$ cat config.mk
export PLATFORM = sky130hd
export DESIGN_NAME = alu_operand_regfile
export DESIGN_NICKNAME = d
export VERILOG_FILES = /design/src/rtl/alu_operand_regfile.sv
export SDC_FILE = /design/constraint.sdc
export NUM_CORES = 1
export LEC_CHECK = 0
export ABC_AREA = 1
export BUFFER_PORTS_ARGS = -buffer_cell sky130_fd_sc_hd__buf_2
export CORE_UTILIZATION = 35
export CTS_CLUSTER_DIAMETER = 50
export CTS_CLUSTER_SIZE = 28
export DETAILED_ROUTE_END_ITERATION = 10
export PLACE_DENSITY = 0.52
export REMOVE_ABC_BUFFERS = 1
export SYNTH_ARGS = -nofsm -noshare
export SYNTH_HDL_FRONTEND = slang
export SYNTH_SLANG_ARGS = --single-unit
$ cat constraint.sdc
create_clock -name clk -period 1.8 [get_ports clk]
set_input_delay 0 -clock clk [delete_from_list [all_inputs] [get_ports clk]]
set_output_delay 0 -clock clk [all_outputs]
set_load 0.1 [all_outputs]
$ cat src/rtl/alu_operand_regfile.sv
// Operand register file for the ALU. It has two registered read ports and one synchronous write port.
// Define RF_BYPASS_EN to forward same-cycle write data to a read port whose address matches the write address.
module alu_operand_regfile #(
  parameter  int BW     = 16,
  parameter  int N_REGS = 8,
  localparam int ADDR_W = $clog2(N_REGS)
) (
  input  logic                     clk,
  input  logic                     rst_n,
  input  logic                     write_en,
  input  logic        [ADDR_W-1:0] write_addr,
  input  logic signed [BW-1:0]     write_data,
  input  logic                     read_en,
  input  logic        [ADDR_W-1:0] read_addr_a,
  input  logic        [ADDR_W-1:0] read_addr_b,
  output logic signed [BW-1:0]     out_a,
  output logic signed [BW-1:0]     out_b
);

  logic signed [BW-1:0] mem [N_REGS];
  logic signed [BW-1:0] rd_a;
  logic signed [BW-1:0] rd_b;
  logic                 wr_ok;

  // When N_REGS is not a power of two, the address space contains indices with no register behind them.
  function automatic logic in_range(input logic [ADDR_W-1:0] addr);
    return int'(addr) < N_REGS;
  endfunction

  assign wr_ok = write_en && in_range(write_addr);

  always_comb begin
    rd_a = '0;
    rd_b = '0;
    if (in_range(read_addr_a)) rd_a = mem[read_addr_a];
    if (in_range(read_addr_b)) rd_b = mem[read_addr_b];
`ifdef RF_BYPASS_EN
    if (wr_ok && (read_addr_a == write_addr)) rd_a = write_data;
    if (wr_ok && (read_addr_b == write_addr)) rd_b = write_data;
`endif
  end

  always_ff @(posedge clk) begin
    if (!rst_n) begin
      mem   <= '{default: '0};
      out_a <= '0;
      out_b <= '0;
    end else begin
      if (wr_ok) mem[write_addr] <= write_data;
      if (read_en) begin
        out_a <= rd_a;
        out_b <= rd_b;
      end
    end
  end

endmodule

* After elaboration in Yosys (flattened, before gate mapping)
Index checks and enable logic that the tools add are counted.
Word-level totals: bits in registers 160, output and inout bits 32
Cells by class: order comparisons 4, muxes and demuxes 9, bitwise gates (word level) 3, reductions and logical operators 1
Operator list (count):
- $bwmux 128 | 1
- $bmux 16 s3 | 2
- $mux 16 | 5
- $demux 16 s3 | 1
- $ge 4x4->1 const B | 3
- $not 3->4 | 3
- $lt 4x1->1 const B | 1
- $logic_and 1x1->1 | 1

* Depth between registers and ports, before layout
depth after elaboration 6, depth in mapped cells 7, mapped depth without buffers 6

* Worst setup path before layout
OpenSTA, ideal clock, no wires.
path type reg2reg, start point register, netlist name out_b[15], end point register out_b[15], library setup time 0.071 ns, data arrival time 1.245 ns, slack 0.484 ns, cell stages (with the launch flop) 3, buffers on the path 0, cell sequence dfxtp_1 o21ai_0 a21oi_1
RTL lines:
- end signal, assigned | RTL line 52 | out_b <= rd_b;
- end, declared | RTL line 17 | output logic signed [BW-1:0] out_b

* Worst setup path in the final report
start point register out_b[3], end point output out_b[3]
No word-level cell between the ends.

==> flow_summary.json <==
{
  "status": "finished, violations left",
  "violations": "DRC",
  "multiInputGateArea_um2": 3700,
  "routed_via_density": 5.06,
  "fp.dieW_um": 152,
  "final_common_cell": "nand2_1",
  "drv_slew": 0,
  "drive_gt1_share_pct": 9.95,
  "ir_drop_v": 0.000507,
  "path_buf_inv": 1,
  "cts-buffers-inserted": 17,
  "setup_viol_count_final": 0,
  "gp_congestion": 0.753,
  "synth_top_cell_by_area": "dfxtp_1",
  "utilization_pct": 41.8,
  "synthCells": 1206,
  "power.leakage_uw": 0.00412,
  "cts_resized": 0,
  "crit_start": "out_b[3]$_SDFFE_PN0P_",
  "mostFrequentLayoutCells": "295 x nand2_1, 193 x nand3_1, 160 x a21oi_1, 160 x dfxtp_1, 149 x o21ai_0",
  "min_period_ns": 1.25,
  "antenna_found_initial": 0,
  "fin_crit_sh_pct": 69.2,
  "post_synth.cell_area_avg_um2": 6.53,
  "rsz0062_at_grt": "no",
  "path_max_fanout": 2,
  "grt_pass1_wl_mm": 40.4,
  "cts.sinks": 160,
  "cp-start-kind": "register",
  "fillers": 2289,
  "max_slew_margin_pct": 66.0,
  "die_h_um": 152,
  "drt_first_pass_iters": 8,
  "clk_pin_slew_ns": 0.07,
  "routed-via-count": 7727,
  "start_util_pct": 35.9,
  "powerDensity_nw_per_um2": 1000,
  "clk_latency_ns": 0.43,
  "hold_buffers": 16,
  "synth_cell_type_count": 16,
  "max_cap_violations": 0,
  "setup_slack_ns": 0.555,
  "ant_nets": 0,
  "critPathMaxStageDelay_ns": 0.45,
  "coreArea_um2": 22000,
  "overflow": 0,
  "grt_max_degree": 65,
  "cts.path.max_buffers": 2,
  "fin_tns_setup_ns": 0,
  "nNetsFinal": 1262,
  "drc_errors": 4,
  "routedWlPerCell_um": 16.5,
  "syn_area_um2": 7870,
  "synth_top_area_share_pct": 40.7,
  "hold_violations": 0,
  "hold_path_class": "in -> reg",
  "portBuffers": 60,
  "grt_pass1_vias": 7162,
  "path_delay_family": "buffers and inverters",
  "worst_ep_required_time_ns": 1.80,
  "crit_slowest_cell": "buf_2",
  "fmax_mhz": 803,
  "dp_hpwl_mm": 13.7,
  "h-tree-depth": 4,
  "min_from": "rst_n",
  "clock_skew_ns": 0.00773,
  "rows": 54,
  "synth-seq-area-share_pct": 40.7,
  "r2r_start": "mem[96]$_SDFFE_PN0P_",
  "regArea_um2": 3200,
  "critPathArrivalTime_ns": 1.25,
  "ios": 61,
  "hold_ws_ns": 0.0362,
  "cts_tree": "yes",
  "finalInstanceArea_um2": 9180,
  "preCtsSetupSlack_ns": 0.564,
  "worst_pin_slew_ns": 0.510,
  "rrSetupSlack_ns": 0.88,
  "dieArea_um2": 23100,
  "critPathCaptureType": "output port",
  "drtIter0Drc": 507,
  "dpl_cell_area_um2": 8390,
  "n_antenna_cell": 0,
  "crit_type": "reg -> out",
  "syn_to_final_growth_pct": 16.5,
  "synthTopCellsByArea": "dfxtp_1 41%, nand2_1 14%, nand3_1 12%, a21oi_1 10%, o21ai_0 9.5%",
  "post_cts_buffers": 0,
  "cts_root_buf": "clkbuf_16",
  "drt_wl_total_mm": 25.2,
  "grtUsageTotal_pct": 22.4,
  "crit_chain": "buf_2",
  "yosysWarnings": 0,
  "synth-seq-cells": 160
}
[layer usage]
| metal | up-vias | wire (um) | track usage, % |
|---|---|---|---|
| met1 | 3546 | 12500 | 30.5 |
| met5 | - | 0 | 0 |
| met3 | 20 | 1090 | 3.94 |
| met4 | 0 | 218 | 5.83 |
| met2 | 181 | 11500 | 36.6 |
| li1 | 3980 | - | - |
[kinds of logic (layout without fill, tap and decap cells)]
family / count (synthesis) / in the layout / synth area share (%)
DFF: 160 / 160 / 40.7
buffers and inverters: 233 / 273 / 12.3
and+or+nand+nor: 493 / 493 / 26.7
AOI/OAI and AO/OA: 320 / 320 / 20.3
[worst paths after layout]
path	endpoint	depth (start not counted)
worst max-delay path	out_b[3]	1
worst min-delay path	mem[41]$_SDFFE_PN0P_	3
worst max register to register	out_b[0]$_SDFFE_PN0P_	6
worst min register to register	mem[93]$_SDFFE_PN0P_	2
[area by class of cell]
class / count / area share [%]
Clock inverter: 9 / 1.40
Tap cell: 280 / 3.82
Inverter: 139 / 5.69
Timing Repair Buffer: 102 / 8.40
Clock buffer: 23 / 5.43
Multi-Input combinational cell: 813 / 40.4
Sequential cell: 160 / 34.9
[report_power, final]
group          switching (uW)  internal [uW]
clock                    1500           2360
combinational            1170            414
sequential               51.8           3700
total                    2720           6480
[worst min-delay path, cell delays in order]
cell and delay, ns:
buf_4 0.24, o21ai_0 0.12, a21oi_1 0.04
[flip-flops by register name, indices dropped and copies added, names as in the netlist]
signal,cells
out_a,16
out_b,16
mem,128
[synth_stat cells]
cell type / count
nand2_1: 295
nand3_1: 193
a21oi_1: 160
dfxtp_1: 160
o21ai_0: 149
inv_1: 134
buf_2: 49
clkbuf_1: 32
o21ai_1: 11
buf_4: 7
clkbuf_2: 5
inv_2: 5
nor2_1: 3
buf_1: 1
nor2_2: 1
nor3_2: 1
[stage by stage]
| stage | power (uW) | std cells |
|---|---|---|
| final | 9200 | 1526 |
| after global routing | 9620 | 1526 |
| after CTS | 9280 | 1526 |
| after detailed placement | 5390 | 1478 |
| after global placement | 5380 | 1478 |
| after floorplan | 4840 | 1112 |
No activity file was read; power rests on OpenSTA's default activity.
